### config.mk
export PLATFORM = sky130hd
export DESIGN_NAME = wb_commit_queue_flat
export DESIGN_NICKNAME = d
export VERILOG_FILES = /design/src/rtl/mips16_wb_pkg.sv /design/src/rtl/wb_commit_queue_if.sv /design/src/rtl/wb_queue_mem.sv /design/src/rtl/wb_commit_queue.sv /design/src/flat_wrapper.sv
export SDC_FILE = /design/constraint.sdc
export NUM_CORES = 1
export LEC_CHECK = 0
export BUFFER_PORTS_ARGS = -buffer_cell sky130_fd_sc_hd__buf_2
export CAP_MARGIN = 40
export CORE_ASPECT_RATIO = 0.7
export CORE_MARGIN = 5
export CORE_UTILIZATION = 64
export CTS_BUF_LIST = sky130_fd_sc_hd__clkbuf_2 sky130_fd_sc_hd__clkbuf_4 sky130_fd_sc_hd__clkbuf_8
export DETAILED_ROUTE_END_ITERATION = 8
export PLACE_DENSITY = 0.95
export SLEW_MARGIN = 20
export SYNTH_ARGS = -nofsm -noshare
export SYNTH_HDL_FRONTEND = slang
export SYNTH_HIERARCHICAL = 1
export SYNTH_SLANG_ARGS = --single-unit
### constraint.sdc
create_clock -name clk -period 4.7 [get_ports clk]
set_input_delay 0.47 -clock clk [delete_from_list [all_inputs] [get_ports clk]]
set_output_delay 0.47 -clock clk [all_outputs]
set_load 0.01 [all_outputs]
### src/rtl/mips16_wb_pkg.sv
// rtl/mips16_wb_pkg.sv - shared types, widths and decode helper for the write-back commit queue
package mips16_wb_pkg;

   localparam int WB_DATA_W = 16;
   localparam int WB_REG_AW = 3;
   localparam int WB_NREGS  = 1 << WB_REG_AW;

   // One queued write-back; ready means data holds the final result.
   typedef struct packed {
      logic [WB_REG_AW-1:0] dest;
      logic [WB_DATA_W-1:0] data;
      logic                 is_load;
      logic                 ready;
   } wb_entry_t;

   function automatic logic [WB_NREGS-1:0] onehot_dest(input logic [WB_REG_AW-1:0] dest);
      logic [WB_NREGS-1:0] vec;
      vec       = '0;
      vec[dest] = 1'b1;
      return vec;
   endfunction

endpackage

### src/rtl/wb_commit_queue_if.sv
// rtl/wb_commit_queue_if.sv - instruction, load-response and register-write bundle of the commit queue
interface wb_commit_queue_if
   import mips16_wb_pkg::*;
#(
   parameter int DATA_W = WB_DATA_W,
   parameter int REG_AW = WB_REG_AW,
   parameter int DEPTH  = 4
);
   localparam int OCC_W = $clog2(DEPTH + 1);

   logic                 in_valid;
   logic                 in_ready;
   logic                 in_wb_en;
   logic [REG_AW-1:0]    in_wb_dest;
   logic                 in_is_load;
   logic [DATA_W-1:0]    in_alu_result;
   logic                 mem_rdata_valid;
   logic [DATA_W-1:0]    mem_rdata;
   logic                 reg_write_en;
   logic [REG_AW-1:0]    reg_write_dest;
   logic [DATA_W-1:0]    reg_write_data;
   logic [2**REG_AW-1:0] pending_mask;
   logic [OCC_W-1:0]     occupancy;
   logic                 proto_err;

   // Pipeline / memory side that feeds the queue.
   modport master (
      output in_valid, in_wb_en, in_wb_dest, in_is_load, in_alu_result,
      output mem_rdata_valid, mem_rdata,
      input  in_ready, reg_write_en, reg_write_dest, reg_write_data,
      input  pending_mask, occupancy, proto_err
   );

   // The commit queue itself.
   modport slave (
      input  in_valid, in_wb_en, in_wb_dest, in_is_load, in_alu_result,
      input  mem_rdata_valid, mem_rdata,
      output in_ready, reg_write_en, reg_write_dest, reg_write_data,
      output pending_mask, occupancy, proto_err
   );

endinterface

### src/rtl/wb_queue_mem.sv
// rtl/wb_queue_mem.sv - entry storage with a tail write port and a load-data fill port
module wb_queue_mem
   import mips16_wb_pkg::*;
#(
   parameter int DEPTH = 4,
   localparam int IDX_W = $clog2(DEPTH)
) (
   input  logic                 clk,
   input  logic                 rst,
   input  logic                 wr_en,
   input  logic [IDX_W-1:0]     wr_idx,
   input  wb_entry_t            wr_entry,
   input  logic                 fill_en,
   input  logic [IDX_W-1:0]     fill_idx,
   input  logic [WB_DATA_W-1:0] fill_data,
   output wb_entry_t            entries [DEPTH]
);

   wb_entry_t entries_q [DEPTH];
   wb_entry_t entries_d [DEPTH];

   // Fill and tail write never target the same slot: the fill target is
   // already occupied while the tail slot is free.
   always_comb begin
      entries_d = entries_q;
      if (fill_en) begin
         entries_d[fill_idx].data  = fill_data;
         entries_d[fill_idx].ready = 1'b1;
      end
      if (wr_en) begin
         entries_d[wr_idx] = wr_entry;
      end
   end

   // Register the storage array; cleared on reset so contents are deterministic.
   always_ff @(posedge clk) begin
      if (rst) begin
         entries_q <= '{default: '0};
      end else begin
         entries_q <= entries_d;
      end
   end

   assign entries = entries_q;

endmodule

### src/rtl/wb_commit_queue.sv
// rtl/wb_commit_queue.sv - in-order write-back commit queue with late load completion
module wb_commit_queue
   import mips16_wb_pkg::*;
#(
   parameter int DATA_W = WB_DATA_W,
   parameter int REG_AW = WB_REG_AW,
   parameter int DEPTH  = 4
) (
   input  logic           clk,
   input  logic           rst,
   wb_commit_queue_if.slave bus
);

   localparam int IDX_W = $clog2(DEPTH);
   localparam int NREGS = 1 << REG_AW;
   localparam logic [IDX_W:0] PTR_ONE = 1;

   // Pointers carry one extra wrap bit so full and empty are distinguishable.
   logic [IDX_W:0]   head_q, head_d;
   logic [IDX_W:0]   tail_q, tail_d;
   logic [DEPTH-1:0] valid_q, valid_d;
   logic             proto_err_q, proto_err_d;

   logic [IDX_W-1:0] head_idx;
   logic [IDX_W-1:0] tail_idx;
   logic [IDX_W:0]   occ;
   logic             full;
   logic             accept;
   logic             push;
   logic             retire;
   logic             fill;
   logic             resp_found;
   logic [IDX_W-1:0] resp_idx;
   logic [IDX_W-1:0] scan_idx;
   logic [NREGS-1:0] mask;
   wb_entry_t        wr_entry;
   wb_entry_t        entries [DEPTH];

   assign head_idx = head_q[IDX_W-1:0];
   assign tail_idx = tail_q[IDX_W-1:0];

   // Queue fill level and full detection from the wrap-bit pointers.
   always_comb begin
      occ  = tail_q - head_q;
      full = (head_q[IDX_W] != tail_q[IDX_W]) && (head_idx == tail_idx);
   end

   // Locate the oldest load still waiting for data; responses complete loads in program order.
   always_comb begin
      resp_found = 1'b0;
      resp_idx   = head_idx;
      scan_idx   = head_idx;
      for (int k = 0; k < DEPTH; k++) begin
         scan_idx = head_idx + k[IDX_W-1:0];
         if (!resp_found && valid_q[scan_idx] &&
             entries[scan_idx].is_load && !entries[scan_idx].ready) begin
            resp_found = 1'b1;
            resp_idx   = scan_idx;
         end
      end
   end

   // Accept, retire and error bookkeeping for the next state.
   always_comb begin
      head_d      = head_q;
      tail_d      = tail_q;
      valid_d     = valid_q;
      accept      = bus.in_valid && !full;
      push        = accept && bus.in_wb_en;
      retire      = valid_q[head_idx] && entries[head_idx].ready;
      fill        = bus.mem_rdata_valid && resp_found;
      proto_err_d = proto_err_q
                  | (bus.mem_rdata_valid && !resp_found)
                  | (accept && bus.in_is_load && !bus.in_wb_en);
      if (retire) begin
         valid_d[head_idx] = 1'b0;
         head_d            = head_q + PTR_ONE;
      end
      if (push) begin
         valid_d[tail_idx] = 1'b1;
         tail_d            = tail_q + PTR_ONE;
      end
   end

   // Build the entry written at the tail; ALU results are final on entry.
   always_comb begin
      wr_entry         = '0;
      wr_entry.dest    = bus.in_wb_dest;
      wr_entry.data    = bus.in_alu_result;
      wr_entry.is_load = bus.in_is_load;
      wr_entry.ready   = !bus.in_is_load;
   end

   // Pending-destination mask over every occupied slot, including the retiring head.
   always_comb begin
      mask = '0;
      for (int i = 0; i < DEPTH; i++) begin
         if (valid_q[i]) begin
            mask = mask | onehot_dest(entries[i].dest);
         end
      end
   end

   // Pointer, valid and sticky error state.
   always_ff @(posedge clk) begin
      if (rst) begin
         head_q      <= '0;
         tail_q      <= '0;
         valid_q     <= '0;
         proto_err_q <= 1'b0;
      end else begin
         head_q      <= head_d;
         tail_q      <= tail_d;
         valid_q     <= valid_d;
         proto_err_q <= proto_err_d;
      end
   end

   wb_queue_mem #(
      .DEPTH (DEPTH)
   ) u_mem (
      .clk       (clk),
      .rst       (rst),
      .wr_en     (push),
      .wr_idx    (tail_idx),
      .wr_entry  (wr_entry),
      .fill_en   (fill),
      .fill_idx  (resp_idx),
      .fill_data (bus.mem_rdata),
      .entries   (entries)
   );

   assign bus.in_ready       = !full;
   assign bus.reg_write_en   = retire;
   assign bus.reg_write_dest = entries[head_idx].dest;
   assign bus.reg_write_data = entries[head_idx].data;
   assign bus.pending_mask   = mask;
   assign bus.occupancy      = occ;
   assign bus.proto_err      = proto_err_q;

endmodule

### src/flat_wrapper.sv
// flat-port wrapper written by rule: the top's interface ports become plain ports
module wb_commit_queue_flat import mips16_wb_pkg::*;
#(
   parameter int DATA_W = WB_DATA_W,
   parameter int REG_AW = WB_REG_AW,
   parameter int DEPTH  = 4
)
  (clk, rst, bus_in_valid, bus_in_wb_en, bus_in_wb_dest, bus_in_is_load, bus_in_alu_result, bus_mem_rdata_valid, bus_mem_rdata, bus_in_ready, bus_reg_write_en, bus_reg_write_dest, bus_reg_write_data, bus_pending_mask, bus_occupancy, bus_proto_err);
  wb_commit_queue_if #(.DATA_W(DATA_W), .REG_AW(REG_AW), .DEPTH(DEPTH)) bus_i ();
  input  logic clk;
  input  logic rst;
  input wire logic [$bits(bus_i.in_valid)-1:0] bus_in_valid;
  input wire logic [$bits(bus_i.in_wb_en)-1:0] bus_in_wb_en;
  input wire logic [$bits(bus_i.in_wb_dest)-1:0] bus_in_wb_dest;
  input wire logic [$bits(bus_i.in_is_load)-1:0] bus_in_is_load;
  input wire logic [$bits(bus_i.in_alu_result)-1:0] bus_in_alu_result;
  input wire logic [$bits(bus_i.mem_rdata_valid)-1:0] bus_mem_rdata_valid;
  input wire logic [$bits(bus_i.mem_rdata)-1:0] bus_mem_rdata;
  output wire logic [$bits(bus_i.in_ready)-1:0] bus_in_ready;
  output wire logic [$bits(bus_i.reg_write_en)-1:0] bus_reg_write_en;
  output wire logic [$bits(bus_i.reg_write_dest)-1:0] bus_reg_write_dest;
  output wire logic [$bits(bus_i.reg_write_data)-1:0] bus_reg_write_data;
  output wire logic [$bits(bus_i.pending_mask)-1:0] bus_pending_mask;
  output wire logic [$bits(bus_i.occupancy)-1:0] bus_occupancy;
  output wire logic [$bits(bus_i.proto_err)-1:0] bus_proto_err;
  assign bus_i.in_valid = bus_in_valid;
  assign bus_i.in_wb_en = bus_in_wb_en;
  assign bus_i.in_wb_dest = bus_in_wb_dest;
  assign bus_i.in_is_load = bus_in_is_load;
  assign bus_i.in_alu_result = bus_in_alu_result;
  assign bus_i.mem_rdata_valid = bus_mem_rdata_valid;
  assign bus_i.mem_rdata = bus_mem_rdata;
  assign bus_in_ready = bus_i.in_ready;
  assign bus_reg_write_en = bus_i.reg_write_en;
  assign bus_reg_write_dest = bus_i.reg_write_dest;
  assign bus_reg_write_data = bus_i.reg_write_data;
  assign bus_pending_mask = bus_i.pending_mask;
  assign bus_occupancy = bus_i.occupancy;
  assign bus_proto_err = bus_i.proto_err;
  wb_commit_queue #(.DATA_W(DATA_W), .REG_AW(REG_AW), .DEPTH(DEPTH)) u_core (.clk(clk), .rst(rst), .bus(bus_i));
endmodule
==> results.toml <==
[critical_path]
rr_worst_depth = 8
r2r_slack_ps = 750
critPathRequiredTime_ps = 4930
crit_path_end = "u_core/u_mem/entries[38]"
path_max_fanout = 17
slowest_delay_ps = 780
cp_top_family = "compound AO/OA/AOI/OAI gates"
crit_slowest_cell = "dfxtp_1"
r2r_start = "u_core/head_q[1]"
path_buf_inv = 1
worst_setup_path_end_kind = "register"
crit_arrival_ps = 4180
rr_endpoint = "u_core/u_mem/entries[38]"
cp_cell_sequence = "inv_1 -> ha_1 -> mux2i_1 -> a41o_1 -> a311oi_4 -> nand3b_1 -> a221oi_1 -> nor3_1"
crit_cells = 8
cp-startpoint = "u_core/head_q[1]"
startpoint_type = "register"
crit_type = "register to register"

[timing]
clock_skew_ps = 11.3
slew_headroom_pct = 43.3
finalSetupViolCount = 0
period_share_pct = 84.0
worst_slew_pin_slew_ps = 851
fmax_mhz = 253
fin_crit_ps = 3950
setup_tns_ps = 0
slew_violations = 0
rsz0062_at_grt = "false"
finalHoldViolCount = 0

[synth]
mappedNetlistNets = 643
yosysUniqueCellTypes = 46
ys_ff_latch = 95
syn_avg_cell_area_um2 = 8.84
syn_area_mm2 = 0.00523
synth_seq_area_share_pct = 36.4
synth_edf_count = 0
synth_warnings = 6
synthArstFlopShare_pct = 0
syn_inst = 591
synthFlopType = "dfxtp_1"

[finish]
final_common_cell = "dfxtp_1"
fin_nets = 693
finish.utilization_pct = 74.6
antenna_cells = 0
n_fill_cell = 566
layout-area-overhead-vs-synth_pct = 12.9
drive_gt1_share_pct = 22.4
layout_common_cells = "dfxtp_1 (94), nor2_1 (81), buf_2 (73)"
multi_input_area_mm2 = 0.00306
register_area_mm2 = 0.00190

[route]
via_per_inst = 6.93
drt_iter0_markers = 798
dr.pass1.iters = 6
wl_per_cell_um = 21.0
drc = 0
num_vias = 5173
finalWirelength_um = 15700
ant_nets = 0

[clock_network]
cts_tree = "built"
insertion_delay_ps = 380
clock-root-buffer = "clkbuf_8"
clkTransAtPathRegs_ps = 100
clockBufferDepth = 2
post_cts_buffers = 0
cts_buffers = 9
cts_resized = 0
postCtsHoldBufs = 0
cts-htree-levels = 3
clock_sinks = 95

[floorplan]
coreArea_mm2 = 0.00791
die_y_um = 85.6
floorplan.initialDensity_pct = 66.1
io-pin-count = 74
die_area_mm2 = 0.0101
die_x_um = 118
num_rows = 27

[placement]
gp_congestion = 0.878
port_buffers = 73
place_hpwl_um = 10500

[run]
maxCapViolations = 0

[global_route]
use_met2_pct = 49.4
grt_max_degree = 61
grtUsageMet1_pct = 40.5
grt_overflow = 0
grt_pass1_wl_um = 25300
grt.busiest_layer = "met2"
grt_pass1_vias = 5099
use_met3_pct = 6.99
grt_usage_pct = 30.6
antenna_found_initial = 0

[outcome]
status = "complete, no violations"

[power_and_ir_drop]
cellLeakagePower_uw = 0.00221
power_density_mw_per_mm2 = 285
ir_worst_vdd_mv = 0.281

[min_path]
hp-class = "input pin to register"
where the power goes:
group / leakage, uW / switching, uW / internal (uW)
clock network: 0.000113 / 297 / 317
registers: 0.000771 / 24.4 / 831
logic: 0.00132 / 116 / 94.7
total: 0.00221 / 437 / 1240
how the worst min path moves through the flow:
stage | start | endpoint | slack (ps) | cells past startpoint
finish | bus_in_wb_dest[0] | u_core/u_mem/entries[60] | 360 | 3
global route | bus_in_wb_dest[0] | u_core/u_mem/entries[60] | 350 | 3
CTS | bus_in_wb_dest[0] | u_core/u_mem/entries[60] | 350 | 3
detailed placement | u_core/u_mem/entries[63] | u_core/u_mem/entries[63] | 480 | 2
global placement | u_core/u_mem/entries[64] | u_core/u_mem/entries[64] | 460 | 2
floorplan | u_core/u_mem/entries[22] | u_core/u_mem/entries[22] | 450 | 2
logic make-up (layout without fill, tap and decap cells):
group | after synthesis | in the layout | synth area share, %
buffers and inverters | 64 | 119 | 5.32
AO/OA/AOI/OAI | 118 | 118 | 18.8
AND/OR/NAND/NOR | 270 | 270 | 25.2
flip-flops | 95 | 95 | 36.4
adder cells (fa/ha/maj) | 11 | 11 | 2.78
XOR/XNOR | 7 | 7 | 1.17
multiplexers | 26 | 26 | 10.3
area by class of cell:
cell class	instances	share of cell area, %
Tap cell	101	2.14
Multi-Input combinational cell	432	51.9
Clock inverter	6	1.53
Clock buffer	10	2.33
Sequential cell	95	32.3
Timing Repair Buffer	89	8.93
Inverter	14	0.891
through the flow:
stage / hold slack, ps / setup WS, ps / std cells / cell area, um^2 / power (uW)
after global placement: 462 / 1100 / 724 / 5580 / 1070
after detailed placement: 475 / 910 / 729 / 5650 / 1080
after global routing: 346 / 502 / 747 / 5900 / 1740
after CTS: 351 / 858 / 745 / 5870 / 1680
after floorplan: 446 / 1870 / 591 / 5230 / 1000
final: 361 / 753 / 747 / 5900 / 1680
worst reg2reg max path, delay by kind of cell, from the launching register on:
| kind | cells | cell delay, ps |
|---|---|---|
| AOI/OAI and AO/OA | 3 | 1390 |
| and+or+nand+nor | 2 | 800 |
| DFF | 1 | 780 |
| adders and majority gates | 1 | 410 |
| buffers and inverters | 1 | 260 |
| muxes | 1 | 170 |
synthesized netlist by cell type, types with 4 or more instances:
cell type / count / area [um^2]
a21oi_1: 27 / 135
a221oi_1: 55 / 482
a221oi_2: 9 / 135
and2_1: 19 / 119
buf_2: 12 / 60.1
clkbuf_1: 33 / 124
dfxtp_1: 95 / 1900
ha_1: 10 / 125
inv_1: 14 / 52.6
mux4_2: 22 / 495
nand2_1: 48 / 180
nand2b_1: 7 / 43.8
nand3_1: 4 / 20.0
nand3b_1: 8 / 60.1
nor2_1: 81 / 304
nor2b_1: 23 / 144
nor3_1: 66 / 330
o221ai_1: 6 / 52.6
xor2_1: 4 / 35.0
routing by layer:
metal / routed length (um) / vias to the layer above
met5: 0 / -
met4: 494 / 0
met3: 1920 / 75
met2: 7100 / 400
met1: 6170 / 2412
li1: - / 2286
flip-flops by register name (all words and copies together), names as in the netlist:
signal	cells
u_core/valid_q	4
u_core/bus.proto_err	1
u_core/tail_q	3
u_core/u_mem/entries	84
u_core/head_q	3
Power figures use the tool's default switching activity.
